### src/rtl/uart_rx_frame_ctrl_if.sv
// Bus bundle between the UART receive frame controller and its neighbours.
// The line, the edge counter, the sampler and the configuration feed into the
// controller. The enables, the received word and the status pulses come back out.
interface uart_rx_frame_ctrl_if #(
  parameter int PWIDTH = 6,
  parameter int DWIDTH = 8
);
  logic              rx_in;
  logic [PWIDTH-1:0] prescale;
  logic [PWIDTH-1:0] edge_counter;
  logic              sampled_bit;
  logic              par_en;
  logic              par_typ;
  logic              edge_cnt_en;
  logic              data_sampling_en;
  logic [DWIDTH-1:0] p_data;
  logic              data_valid;
  logic              par_err;
  logic              stp_err;
  logic              strt_glitch;
  logic              busy;

  // The upstream side drives the line, the counter, the sampler and the config.
  modport master (
    output rx_in, prescale, edge_counter, sampled_bit, par_en, par_typ,
    input  edge_cnt_en, data_sampling_en, p_data, data_valid,
           par_err, stp_err, strt_glitch, busy
  );

  // The frame controller consumes the line and reports results.
  modport slave (
    input  rx_in, prescale, edge_counter, sampled_bit, par_en, par_typ,
    output edge_cnt_en, data_sampling_en, p_data, data_valid,
           par_err, stp_err, strt_glitch, busy
  );
endinterface

### src/rtl/uart_rx_frame_ctrl.sv
// UART receive frame controller and deserializer.
// The controller detects and validates a start bit. It shifts in DWIDTH data
// bits LSB-first, then checks the optional parity bit and the stop bit.
// A good frame produces one word. A bad frame produces error pulses instead.
module uart_rx_frame_ctrl #(
  parameter int PWIDTH = 6,
  parameter int DWIDTH = 8
) (
  input  logic                 clk,
  input  logic                 rst,
  uart_rx_frame_ctrl_if.slave  bus
);

  localparam int IWIDTH = (DWIDTH > 1) ? $clog2(DWIDTH) : 1;

  localparam logic [2:0] IDLE   = 3'd0;
  localparam logic [2:0] START  = 3'd1;
  localparam logic [2:0] DATA   = 3'd2;
  localparam logic [2:0] PARITY = 3'd3;
  localparam logic [2:0] STOP   = 3'd4;

  logic [2:0]        r_state;
  logic [PWIDTH-1:0] r_prescale;
  logic              r_par_en;
  logic              r_par_typ;
  logic [DWIDTH-1:0] r_shreg;
  logic [IWIDTH-1:0] r_bit_idx;
  logic              r_par_mis;
  logic [DWIDTH-1:0] r_p_data;
  logic              r_data_valid;
  logic              r_par_err;
  logic              r_stp_err;
  logic              r_strt_glitch;

  logic w_busy;
  logic w_tick;
  logic w_par_exp;
  logic w_last_bit;

  assign w_busy     = (r_state != IDLE);
  assign w_tick     = w_busy && (bus.edge_counter == (r_prescale - PWIDTH'(1)));
  assign w_par_exp  = (^r_shreg) ^ r_par_typ;
  assign w_last_bit = (r_bit_idx == IWIDTH'(DWIDTH - 1));

  assign bus.edge_cnt_en      = w_busy;
  assign bus.data_sampling_en = w_busy;
  assign bus.busy             = w_busy;
  assign bus.p_data           = r_p_data;
  assign bus.data_valid       = r_data_valid;
  assign bus.par_err          = r_par_err;
  assign bus.stp_err          = r_stp_err;
  assign bus.strt_glitch      = r_strt_glitch;

  // Frame sequencing. Bit decisions are made only on the last oversample tick of each bit.
  always_ff @(posedge clk) begin
    if (rst) begin
      r_state       <= IDLE;
      r_prescale    <= '0;
      r_par_en      <= 1'b0;
      r_par_typ     <= 1'b0;
      r_shreg       <= '0;
      r_bit_idx     <= '0;
      r_par_mis     <= 1'b0;
      r_p_data      <= '0;
      r_data_valid  <= 1'b0;
      r_par_err     <= 1'b0;
      r_stp_err     <= 1'b0;
      r_strt_glitch <= 1'b0;
    end else begin
      r_data_valid  <= 1'b0;
      r_par_err     <= 1'b0;
      r_stp_err     <= 1'b0;
      r_strt_glitch <= 1'b0;
      case (r_state)
        IDLE: begin
          if (!bus.rx_in) begin
            r_prescale <= bus.prescale;
            r_par_en   <= bus.par_en;
            r_par_typ  <= bus.par_typ;
            r_par_mis  <= 1'b0;
            r_state    <= START;
          end
        end
        START: begin
          if (w_tick) begin
            if (bus.sampled_bit) begin
              r_strt_glitch <= 1'b1;
              r_state       <= IDLE;
            end else begin
              r_bit_idx <= '0;
              r_state   <= DATA;
            end
          end
        end
        DATA: begin
          if (w_tick) begin
            r_shreg   <= {bus.sampled_bit, r_shreg[DWIDTH-1:1]};
            r_bit_idx <= r_bit_idx + IWIDTH'(1);
            if (w_last_bit) begin
              r_state <= r_par_en ? PARITY : STOP;
            end
          end
        end
        PARITY: begin
          if (w_tick) begin
            r_par_mis <= (bus.sampled_bit != w_par_exp);
            r_state   <= STOP;
          end
        end
        STOP: begin
          if (w_tick) begin
            r_state      <= IDLE;
            r_data_valid <= !r_par_mis && bus.sampled_bit;
            r_par_err    <= r_par_mis;
            r_stp_err    <= !bus.sampled_bit;
            if (!r_par_mis && bus.sampled_bit) begin
              r_p_data <= r_shreg;
            end
          end
        end
        default: begin
          r_state <= IDLE;
        end
      endcase
    end
  end

endmodule
### src/flat_wrapper.sv
// flat-port wrapper written by rule: the top's interface ports become plain ports
module uart_rx_frame_ctrl_flat 
#(
  parameter int PWIDTH = 6,
  parameter int DWIDTH = 8
)
  (clk, rst, bus_rx_in, bus_prescale, bus_edge_counter, bus_sampled_bit, bus_par_en, bus_par_typ, bus_edge_cnt_en, bus_data_sampling_en, bus_p_data, bus_data_valid, bus_par_err, bus_stp_err, bus_strt_glitch, bus_busy);
  uart_rx_frame_ctrl_if #(.PWIDTH(PWIDTH), .DWIDTH(DWIDTH)) bus_i ();
  input  logic clk;
  input  logic rst;
  input wire logic [$bits(bus_i.rx_in)-1:0] bus_rx_in;
  input wire logic [$bits(bus_i.prescale)-1:0] bus_prescale;
  input wire logic [$bits(bus_i.edge_counter)-1:0] bus_edge_counter;
  input wire logic [$bits(bus_i.sampled_bit)-1:0] bus_sampled_bit;
  input wire logic [$bits(bus_i.par_en)-1:0] bus_par_en;
  input wire logic [$bits(bus_i.par_typ)-1:0] bus_par_typ;
  output wire logic [$bits(bus_i.edge_cnt_en)-1:0] bus_edge_cnt_en;
  output wire logic [$bits(bus_i.data_sampling_en)-1:0] bus_data_sampling_en;
  output wire logic [$bits(bus_i.p_data)-1:0] bus_p_data;
  output wire logic [$bits(bus_i.data_valid)-1:0] bus_data_valid;
  output wire logic [$bits(bus_i.par_err)-1:0] bus_par_err;
  output wire logic [$bits(bus_i.stp_err)-1:0] bus_stp_err;
  output wire logic [$bits(bus_i.strt_glitch)-1:0] bus_strt_glitch;
  output wire logic [$bits(bus_i.busy)-1:0] bus_busy;
  assign bus_i.rx_in = bus_rx_in;
  assign bus_i.prescale = bus_prescale;
  assign bus_i.edge_counter = bus_edge_counter;
  assign bus_i.sampled_bit = bus_sampled_bit;
  assign bus_i.par_en = bus_par_en;
  assign bus_i.par_typ = bus_par_typ;
  assign bus_edge_cnt_en = bus_i.edge_cnt_en;
  assign bus_data_sampling_en = bus_i.data_sampling_en;
  assign bus_p_data = bus_i.p_data;
  assign bus_data_valid = bus_i.data_valid;
  assign bus_par_err = bus_i.par_err;
  assign bus_stp_err = bus_i.stp_err;
  assign bus_strt_glitch = bus_i.strt_glitch;
  assign bus_busy = bus_i.busy;
  uart_rx_frame_ctrl #(.PWIDTH(PWIDTH), .DWIDTH(DWIDTH)) u_core (.clk(clk), .rst(rst), .bus(bus_i));
endmodule
### config.mk
export PLATFORM = sky130hd
export DESIGN_NAME = uart_rx_frame_ctrl_flat
export DESIGN_NICKNAME = d
export VERILOG_FILES = /design/src/rtl/uart_rx_frame_ctrl_if.sv /design/src/rtl/uart_rx_frame_ctrl.sv /design/src/flat_wrapper.sv
export SDC_FILE = /design/constraint.sdc
export NUM_CORES = 1
export LEC_CHECK = 0
export CORE_ASPECT_RATIO = 0.75
export CORE_MARGIN = 3
export CORE_UTILIZATION = 39
export CTS_BUF_LIST = sky130_fd_sc_hd__clkbuf_4 sky130_fd_sc_hd__clkbuf_8
export CTS_CLUSTER_DIAMETER = 120
export DETAILED_ROUTE_END_ITERATION = 16
export GPL_TIMING_DRIVEN = 1
export PLACE_DENSITY_LB_ADDON = 0.2
export SLEW_MARGIN = 20
export SYNTH_ARGS = -nofsm -noshare
export SYNTH_HDL_FRONTEND = slang
export SYNTH_SLANG_ARGS = --single-unit
### constraint.sdc
create_clock -name clk -period 4.77 [get_ports clk]
set_clock_uncertainty 0.15 [all_clocks]
set_input_delay 0.954 -clock clk [delete_from_list [all_inputs] [get_ports clk]]
set_output_delay 0.954 -clock clk [all_outputs]
set_load 0.02 [all_outputs]
==> key figures, run 1 <==
Setup path
  • Crit path max fanout: 12
  • Required arrival time at the worst endpoint: between 4 and 5 ns
  • Arrival time of the worst setup path: roughly 3.3 ns
  • Crit path capture type: register
  • Worst Setup Start Kind: primary input
  • Crit Path Class: primary input to register

Floorplan
  • Horizontal die dimension: between 80 and 90 µm
  • Row count: 20
  • Vertical die dimension: 62.8 µm
  • Core area: ~4100 µm²
  • IO Pins: 33
  • Die ar.: a little over 5000 µm²
  • Starting density of the core: between 40% and 50%

Global route
  • Wire length of the first global-routing pass: approximately 6200 µm
  • Number of global-route vias before repair: approximately 1,300
  • Number of antenna violations at the first check in global routing: 0
  • Final global-route overflow total: 0
  • Overall fraction of global-route tracks in use: roughly 16%
  • Pin count of the biggest net entering global routing: 37

CTS
  • Skew-Pair Late Insertion Delay: ~0.29 ns
  • Buffer depth of the longest clock path: 2
  • Post-CTS repair timing setup buffer count: 0
  • Clock sink count: 35
  • Post-cts repair resize count: 0
  • Clk root buf: sky130_fd_sc_hd__clkbuf_8
  • CTS Buf Count: 5
  • Count of hold buffers inserted by post-cts repair: 0
  • Clock tree from TritonCTS: yes
  • H-tree depth: 2
  • Clk pin slew, worst setup/hold paths: 0.07 ns

Placed design
  • Routability-driven placement congestion ratio: between 0.7 and 0.8
  • Estimated wirelength of the detail-placed design: 2530 µm
  • Count of buffers from port buffering: 32

Detailed routing
  • First-pass iteration count of the detailed router: 4
  • Final Routed Wirelength: 3460 µm
  • Via/cell ratio: between 4 and 5
  • Detail Route Antenna Nets: 0
  • Number of remaining DRC errors: 0
  • DR iter-0 viols: 84
  • Average wire length per cell after detail routing: ~13 µm
  • Routed vias: approximately 1,300

Synthesis
  • Seq cells post-synth: 35
  • Mean post-synth cell area: 9.18 µm²
  • Post-synthesis instance total: about 180
  • Net Count, Synth: between 200 and 250
  • YS warnings: 0
  • Mapped Area: around 1700 µm²
  • Count of different cell masters after synthesis: 32
  • Proportion of synthesized chip area in sequential cells: between 40% and 50%

Power
  • Combinational share of power: 13.3%
  • Switching part of the total power: a little under a quarter
  • Leakage Power: 0.000806 µW
  • Worst voltage drop across the vdd grid: roughly 0.00016 V
  • Cell internal power dissipation: about 500 µW
  • Power density relative to cell area: 305 nW/µm²
  • Fraction of power consumed by the clock network: between 30% and 40%
  • Switching power: 153 µW
  • Sequential share of power: 47.5%

Layout
  • Number of nets in the layout: roughly 230
  • Top library cells by usage in the layout, fill and taps aside: sky130_fd_sc_hd__dfxtp_1, sky130_fd_sc_hd__clkdlybuf4s50_1, sky130_fd_sc_hd__nor2_1, sky130_fd_sc_hd__mux2i_1
  • Commonest non-fill, non-tap cell in the layout: sky130_fd_sc_hd__dfxtp_1
  • Share of post-route cells with drive strength above 1: 5.21%
  • Number of antenna cells inserted: 0
  • Area added between synthesis and finish: 26.7%

STA
  • Endpoints failing setup: 0
  • Worst Tran Pin Value: 0.980 ns
  • Unrepaired setup endpoints after global routing: false
  • Final clock period utilization by the worst path: around two thirds
  • Worst slew margin: approximately 34%
  • Maximum clock rate: a little over 300 MHz
  • Worst slack on hold paths: around 0.33 ns
  • Setup TNS after final layout: 0 ns
  • Post-layout min period: between 3 and 4 ns
  • Final Max Tran Viols: 0
  • Count of final hold-check violations: 0

Outcome
  • Result of the run: completed

Hold path
  • Min-Delay Path Class: register to register

Job
  • Maxcap violations: 0
-- stage by stage --
step | instances | cell area, µm² | total power (µW) | utilization [%] | setup slack [ns]
finish | 266 | 2130 | 649 | 51.9 | 1.51
global route | 266 | 2130 | 682 | 51.9 | 1.37
CTS | 266 | 2130 | 661 | 51.9 | 1.51
detailed placement | 259 | 2020 | 402 | 49.3 | 1.18
global placement | 259 | 2020 | 398 | 49.3 | 1.27
floorplan | 183 | 1680 | 372 | - | 1.96
-- logic make-up (layout without fill, tap and decap cells) --
family / after synthesis / count (layout) / synth area share (%)
and+or+nand+nor: 64 / 64 / 18.8
DFF: 35 / 35 / 41.7
AOI/OAI and AO/OA: 23 / 23 / 10.3
muxes: 23 / 23 / 13.7
buffers and inverters: 19 / 47 / 4.99
xor gates and xnor gates: 16 / 16 / 8.34
adders and majority gates: 3 / 3 / 2.23
-- power by group through the flow --
stage	logic [µW]	registers [µW]	clock network, µW
final	86.5	308	254
after global routing	96.2	309	277
after CTS	87.4	308	266
after detailed placement	87.2	314	0
after global placement	84.4	314	0
after floorplan	62.5	309	0
-- final timing paths --
path	cells after the start	from	endpoint	slack [ns]
worst max register to register	9	u_core.r_prescale[0]	u_core.r_bit_idx[2]	1.95
worst max-delay path	8	bus_edge_counter[3]	u_core.r_bit_idx[2]	1.51
worst min register to register	2	u_core.r_par_mis	u_core.bus.par_err	0.33
worst min-delay path	2	u_core.r_par_mis	u_core.bus.par_err	0.33
-- area by class of cell --
class,count,area (µm²)
clock inverters,2,37.5
fillers,411,1970
clock buffers,5,68.8
repair buffers,34,335
inverters,6,22.5
multi-input cells,129,896
well taps,55,68.8
flip-flops and latches,35,701
-- Yosys cell counts (all sizes together) --
cell type,number,area share [%]
a21oi,9,2.7
o32a,1,0.60
and3,2,0.74
inv,6,1.3
or2,1,0.37
or4,1,0.45
nand4,2,0.74
nand2b,12,4.5
buf,7,2.3
o21ai,1,0.30
mux2i,23,14
o211ai,1,0.45
a31oi,2,0.74
nand3,2,0.60
clkbuf,6,1.3
a311o,1,0.60
nor3b,3,1.3
xor2,4,2.1
nor2b,2,0.74
nor3,2,0.60
nand2,4,0.89
o32ai,2,1.0
o31ai,2,0.89
a211oi,3,1.3
a2111oi,1,1.6
xnor2,12,6.3
nor2,30,6.7
dfxtp,35,42
ha,3,2.2
or3,3,1.1
-- sequential cells by signal (all words and copies together) (netlist names) --
name,flops
u_core.bus.stp_err,1
u_core.r_prescale,6
u_core.bus.data_valid,1
u_core.bus.p_data,8
u_core.bus.par_err,1
u_core.bus.strt_glitch,1
u_core.r_par_typ,1
u_core.r_par_en,1
u_core.r_par_mis,1
u_core.r_bit_idx,3
u_core.r_shreg,8
u_core.r_state,3
-- critical path: stages --
cell and delay [ns]:
sky130_fd_sc_hd__clkdlybuf4s50_1 0.47, sky130_fd_sc_hd__or4_1 0.41, sky130_fd_sc_hd__a31oi_1 0.18, sky130_fd_sc_hd__o31ai_1 0.14, sky130_fd_sc_hd__a21oi_1 0.15, sky130_fd_sc_hd__buf_4 0.19, sky130_fd_sc_hd__nand3_1 0.41, sky130_fd_sc_hd__o32ai_1 0.38
-- layer usage --
metal	GRT usage, %	up-vias	wire length (µm)
li1	-	677	-
met1	19.9	613	1630
met2	23.5	31	1570
met3	6.34	7	211
met4	4.98	0	51
met5	0	-	0
Power figures use the tool's default switching activity.
==> run 2: changes to the inputs <==
==> constraint.sdc (replaced) <==
create_clock -name clk -period 3 [get_ports clk]
set_clock_uncertainty 0.15 [all_clocks]
set_input_delay 0.6 -clock clk [delete_from_list [all_inputs] [get_ports clk]]
set_output_delay 0.6 -clock clk [all_outputs]
set_load 0.02 [all_outputs]
==> key figures, run 2 (synthesis results as in run 1) <==
Global route
  • Number of antenna violations at the first check in global routing: 0
  • Overall fraction of global-route tracks in use: around 15%
  • Number of global-route vias before repair: ~1,300
  • Wire length of the first global-routing pass: between 5000 and 6000 µm
  • Final global-route overflow total: 0
  • Pin count of the biggest net entering global routing: 27

Setup path
  • Crit Path Class: primary input to register
  • Reg-to-reg setup timing slack: approximately 0.43 ns
  • Crit path max fanout: 5
  • Arrival time of the worst setup path: roughly 2.7 ns
  • Chain of cells forming the critical path: clkdlybuf4s50_1 -> or4_1 -> a31oi_1 -> o31ai_1 -> a21oi_1 -> nor3b_1 -> o32ai_1
  • Delay of the slowest critical-path stage: 0.47 ns
  • Top delay family on crit path: simple AND/OR/NAND/NOR gates
  • Slowest library cell on the worst path: sky130_fd_sc_hd__clkdlybuf4s50_1
  • Required arrival time at the worst endpoint: 2.98 ns
  • Crit path capture type: register
  • Worst Setup Start Kind: primary input
  • Critical path buffer and inverter count: 1

Floorplan
  • Row count: 20
  • Core area: just over 4000 µm²
  • Vertical die dimension: approximately 63 µm
  • Horizontal die dimension: roughly 82 µm
  • Starting density of the core: between 40% and 50%
  • Die ar.: slightly above 5000 µm²
  • IO Pins: 33

Detailed routing
  • DR iter-0 viols: 44
  • Routed vias: between 1,000 and 1,500
  • First-pass iteration count of the detailed router: 4
  • Detail Route Antenna Nets: 0
  • Average wire length per cell after detail routing: about 13 µm
  • Final Routed Wirelength: roughly 3600 µm
  • Via/cell ratio: 4.98
  • Number of remaining DRC errors: 0

STA
  • Post-layout min period: approximately 2.7 ns
  • Setup TNS after final layout: 0 ns
  • Count of final hold-check violations: 0
  • Worst Tran Pin Value: slightly below 0.8 ns
  • Worst slew margin: 47.2%
  • Unrepaired setup endpoints after global routing: false
  • Endpoints failing setup: 0
  • Maximum clock rate: about 370 MHz
  • Final Max Tran Viols: 0
  • Final clock period utilization by the worst path: between 80 and 90%

Power
  • Power density relative to cell area: roughly 520 nW/µm²
  • Worst voltage drop across the vdd grid: approximately 0.00026 V
  • Power consumption: between 1000 and 1500 µW
  • Leakage Power: around 0.00085 µW

CTS
  • Buffer depth of the longest clock path: 2
  • H-tree depth: 2
  • Skew-Pair Late Insertion Delay: between 0.2 and 0.3 ns
  • Clk root buf: sky130_fd_sc_hd__clkbuf_8
  • Clock tree from TritonCTS: yes
  • Post-cts repair resize count: 0
  • Clk pin slew, worst setup/hold paths: around 0.070 ns
  • CTS Buf Count: 5
  • Post-CTS repair timing setup buffer count: 0
  • Count of hold buffers inserted by post-cts repair: 0
  • Clock sink count: 35

Placed design
  • Routability-driven placement congestion ratio: around 0.85
  • Count of buffers from port buffering: 32
  • Estimated wirelength of the detail-placed design: ~2700 µm

Outcome
  • Result of the run: completed

Hold path
  • Min-Delay Path Class: register to register

Layout
  • Commonest non-fill, non-tap cell in the layout: sky130_fd_sc_hd__dfxtp_1
  • Number of nets in the layout: 237
  • Top library cells by usage in the layout, fill and taps aside: sky130_fd_sc_hd__dfxtp_1, sky130_fd_sc_hd__clkdlybuf4s50_1, sky130_fd_sc_hd__nor2_1, sky130_fd_sc_hd__mux2i_1
  • Total of fill cells in the finished design: 378
  • Share of post-route cells with drive strength above 1: under 10%
  • Number of antenna cells inserted: 0
  • Area added between synthesis and finish: 30.8%

Job
  • Maxcap violations: 0
==> run 2: power by group <==
part	total (µW)	internal [µW]	switching (µW)	leakage, µW
clock	506	341	165	0.0000688
combinational	139	73.0	65.8	0.000498
sequential	490	475	15.0	0.000283
==> run 2: worst register-to-register path, stage by stage (launching register included) <==
cell and delay (ns):
sky130_fd_sc_hd__dfxtp_1 0.41, sky130_fd_sc_hd__inv_1 0.08, sky130_fd_sc_hd__ha_1 0.22, sky130_fd_sc_hd__xnor2_1 0.14, sky130_fd_sc_hd__xnor2_1 0.12, sky130_fd_sc_hd__or3_1 0.45
sky130_fd_sc_hd__a21oi_1 0.29, sky130_fd_sc_hd__nor3b_1 0.40, sky130_fd_sc_hd__o32ai_1 0.17
==> run 2: cell type report <==
type / instances / area, µm² / area share (%)
multi-input cells: 129 / 896 / 40.8
inverters: 6 / 22.5 / 1.03
clock inverters: 2 / 60.1 / 2.73
well taps: 55 / 68.8 / 3.13
repair buffers: 39 / 373 / 17.0
flip-flops and latches: 35 / 701 / 31.9
clock buffers: 6 / 76.3 / 3.47
==> run 2: metrics by stage <==
step | util, % | cell area [µm²] | std cells | hold WS (ns) | worst slack [ns]
after detailed placement | 50.2 | 2060 | 264 | 0.318 | 0.0349
after floorplan | - | 1680 | 183 | 0.286 | 0.539
final | 53.5 | 2200 | 272 | 0.339 | 0.324
after global placement | 50.2 | 2060 | 264 | 0.313 | 0.123
after CTS | 53.5 | 2200 | 272 | 0.332 | 0.318
after global routing | 53.5 | 2200 | 272 | 0.355 | 0.107
==> run 2: per-layer routing <==
layer	vias to the layer above	GRT usage, %	wire length [µm]
li1	688	-	-
met1	634	19.4	1770
met2	29	22.5	1660
met3	4	4.47	155
met4	0	4.98	38
met5	-	0	0
==> run 2: worst paths after layout <==
path                        startpoint                  end  depth (start not counted)
hold / removal     u_core.r_bit_idx[0]  u_core.r_bit_idx[0]                          1
setup reg to reg  u_core.r_prescale[0]  u_core.r_bit_idx[1]                          8
setup / recovery   bus_edge_counter[3]  u_core.r_bit_idx[1]                          7
hold reg to reg    u_core.r_bit_idx[0]  u_core.r_bit_idx[0]                          1
==> run 3: changes to the inputs <==
--- a/config.mk
+++ b/config.mk
@@ -11,7 +11,7 @@
 export CTS_BUF_LIST = sky130_fd_sc_hd__clkbuf_4 sky130_fd_sc_hd__clkbuf_8
 export CTS_CLUSTER_DIAMETER = 120
 export DETAILED_ROUTE_END_ITERATION = 16
-export GPL_TIMING_DRIVEN = 1
+export GPL_TIMING_DRIVEN = 0
 export PLACE_DENSITY_LB_ADDON = 0.2
 export SLEW_MARGIN = 20
 export SYNTH_ARGS = -nofsm -noshare
==> constraint.sdc (replaced) <==
create_clock -name clk -period 3 [get_ports clk]
set_clock_uncertainty 0.15 [all_clocks]
set_input_delay 0.3 -clock clk [delete_from_list [all_inputs] [get_ports clk]]
set_output_delay 0.3 -clock clk [all_outputs]
set_load 0.02 [all_outputs]
==> key figures, run 3 (synthesis results as in run 1) <==
Outcome
  • Result of the run: completed

Floorplan
  • Vertical die dimension: 62.8 µm
  • Die ar.: a little over 5000 µm²
  • Starting density of the core: between 40% and 50%
  • IO Pins: 33
  • Core area: 4100 µm²
  • Row count: 20
  • Horizontal die dimension: 81.8 µm

CTS
  • Post-cts repair resize count: 0
  • Post-CTS repair timing setup buffer count: 0
  • Buffer depth of the longest clock path: 2
  • CTS Buf Count: 5
  • H-tree depth: 2
  • Clock tree from TritonCTS: yes
  • Clock sink count: 35
  • Clk root buf: sky130_fd_sc_hd__clkbuf_8
  • Clk pin slew, worst setup/hold paths: 0.07 ns
  • Count of hold buffers inserted by post-cts repair: 0
  • Skew-Pair Late Insertion Delay: 0.28 ns

Layout
  • Share of post-route cells with drive strength above 1: under 10%
  • Area added between synthesis and finish: 28.3%
  • Final standard cell count with taps included and fillers excluded: around 280
  • Top library cells by usage in the layout, fill and taps aside: sky130_fd_sc_hd__dfxtp_1, sky130_fd_sc_hd__nor2_1, sky130_fd_sc_hd__clkdlybuf4s50_1, sky130_fd_sc_hd__mux2i_1
  • Number of antenna cells inserted: 0
  • Commonest non-fill, non-tap cell in the layout: sky130_fd_sc_hd__dfxtp_1
  • Number of nets in the layout: 241
  • Post-Route Utilization: a little over half
  • Design Area, Final: 2160 µm²

Detailed routing
  • Routed vias: ~1,300
  • Via/cell ratio: around 4.8
  • Average wire length per cell after detail routing: roughly 12 µm
  • First-pass iteration count of the detailed router: 4
  • Detail Route Antenna Nets: 0
  • Number of remaining DRC errors: 0
  • Final Routed Wirelength: roughly 3400 µm
  • DR iter-0 viols: 49

STA
  • Post-layout min period: ~2.7 ns
  • Worst Tran Pin Value: between 0.8 and 0.9 ns
  • Worst slew margin: a little over two fifths
  • Endpoints failing setup: 0
  • Count of final hold-check violations: 0
  • Final Max Tran Viols: 0
  • Maximum clock rate: roughly 370 MHz
  • Setup TNS after final layout: 0 ns
  • Unrepaired setup endpoints after global routing: false
  • Final clock period utilization by the worst path: between 80% and 90%

Power
  • Power density relative to cell area: 483 nW/µm²
  • Leakage Power: between 0.0008 and 0.0009 µW
  • Worst voltage drop across the vdd grid: about 0.00025 V

Placed design
  • Routability-driven placement congestion ratio: approximately 0.80
  • Estimated wirelength of the detail-placed design: 2520 µm
  • Count of buffers from port buffering: 30
  • Placed cell areas: 2050 µm²
  • Placed instance count: around 270

Job
  • Maxcap violations: 0

Global route
  • Wire length of the first global-routing pass: around 5800 µm
  • Pin count of the biggest net entering global routing: 12
  • Final global-route overflow total: 0
  • Number of antenna violations at the first check in global routing: 0
  • Number of global-route vias before repair: about 1,200
  • Overall fraction of global-route tracks in use: approximately 15%

Setup path
  • Crit path capture type: register
  • Launch instance of the worst register-to-register path: u_core.r_prescale[0]
  • Required arrival time at the worst endpoint: roughly 3.0 ns
  • CP startpoint: u_core.r_prescale[0]
  • Crit path max fanout: 8
  • Worst Setup Start Kind: register
  • Arrival time of the worst setup path: around 2.7 ns
  • Crit Path Class: register to register

Hold path
  • Min-Delay Path Class: primary input to register
  • Launch point of the worst hold path: bus_sampled_bit
-- run 3: cell count changes in the layout (fill, tap and decap cells not counted) --
cell | previous run | this run
sky130_fd_sc_hd__clkinvlp_4 | 0 | 1
sky130_fd_sc_hd__buf_4 | 7 | 2
sky130_fd_sc_hd__clkdlybuf4s50_1 | 32 | 30
sky130_fd_sc_hd__bufinv_16 | 2 | 1
sky130_fd_sc_hd__clkbuf_1 | 0 | 6
sky130_fd_sc_hd__buf_1 | 0 | 1
sky130_fd_sc_hd__buf_2 | 0 | 4
sky130_fd_sc_hd__clkbuf_4 | 1 | 0
-- run 3: worst max-delay path: stages (launching register included) --
cell                        delay (ns)
sky130_fd_sc_hd__dfxtp_1          0.40
sky130_fd_sc_hd__inv_1            0.09
sky130_fd_sc_hd__ha_1             0.22
sky130_fd_sc_hd__xnor2_1          0.19
sky130_fd_sc_hd__xnor2_1          0.08
sky130_fd_sc_hd__or3_1            0.43
sky130_fd_sc_hd__a2111oi_4        0.68
sky130_fd_sc_hd__mux2i_1          0.27
sky130_fd_sc_hd__nor2_1           0.05
-- run 3: through the flow --
step	setup WS (ns)	hold WS [ns]	total power (µW)
final	0.306	0.263	1040
after global routing	0.0683	0.269	1090
after CTS	0.273	0.248	1050
after detailed placement	0.0643	0.307	643
after global placement	0.115	0.311	641
after floorplan	0.617	0.286	591
-- run 3: layout make-up --
cell class                      instances  area (µm²)
Tap cell                               55        68.8
Multi-Input combinational cell        129         896
Fill cell                             397        1950
Sequential cell                        35         701
Clock buffer                            5        68.8
Timing Repair Buffer                   30         300
Clock inverter                          2        37.5
Inverter                                6        22.5
Buffer                                 13        61.3
-- run 3: power breakdown --
| group | total, µW | switching [µW] | internal [µW] |
|---|---|---|---|
| clock | 410 | 167 | 243 |
| sequential | 484 | 9.42 | 474 |
| combinational | 148 | 72.7 | 74.8 |
| total | 1040 | 249 | 792 |
-- run 3: metal layers --
| metal | global-route usage (%) | up-vias | wire [µm] |
|---|---|---|---|
| met1 | 22.1 | 595 | 1850 |
| met2 | 19.2 | 28 | 1410 |
| met5 | 0 | - | 0 |
| met3 | 4.47 | 2 | 135 |
| met4 | 4.36 | 0 | 19 |
| li1 | - | 703 | - |
-- run 3: path summary, 6_finish.rpt --
path | endpoint | slack (ns) | cells after the start
worst max-delay path | u_core.bus.p_data[7] | 0.31 | 8
worst min-delay path | u_core.bus.stp_err | 0.26 | 2
worst max register to register | u_core.bus.p_data[7] | 0.31 | 8
worst min register to register | u_core.bus.par_err | 0.32 | 2
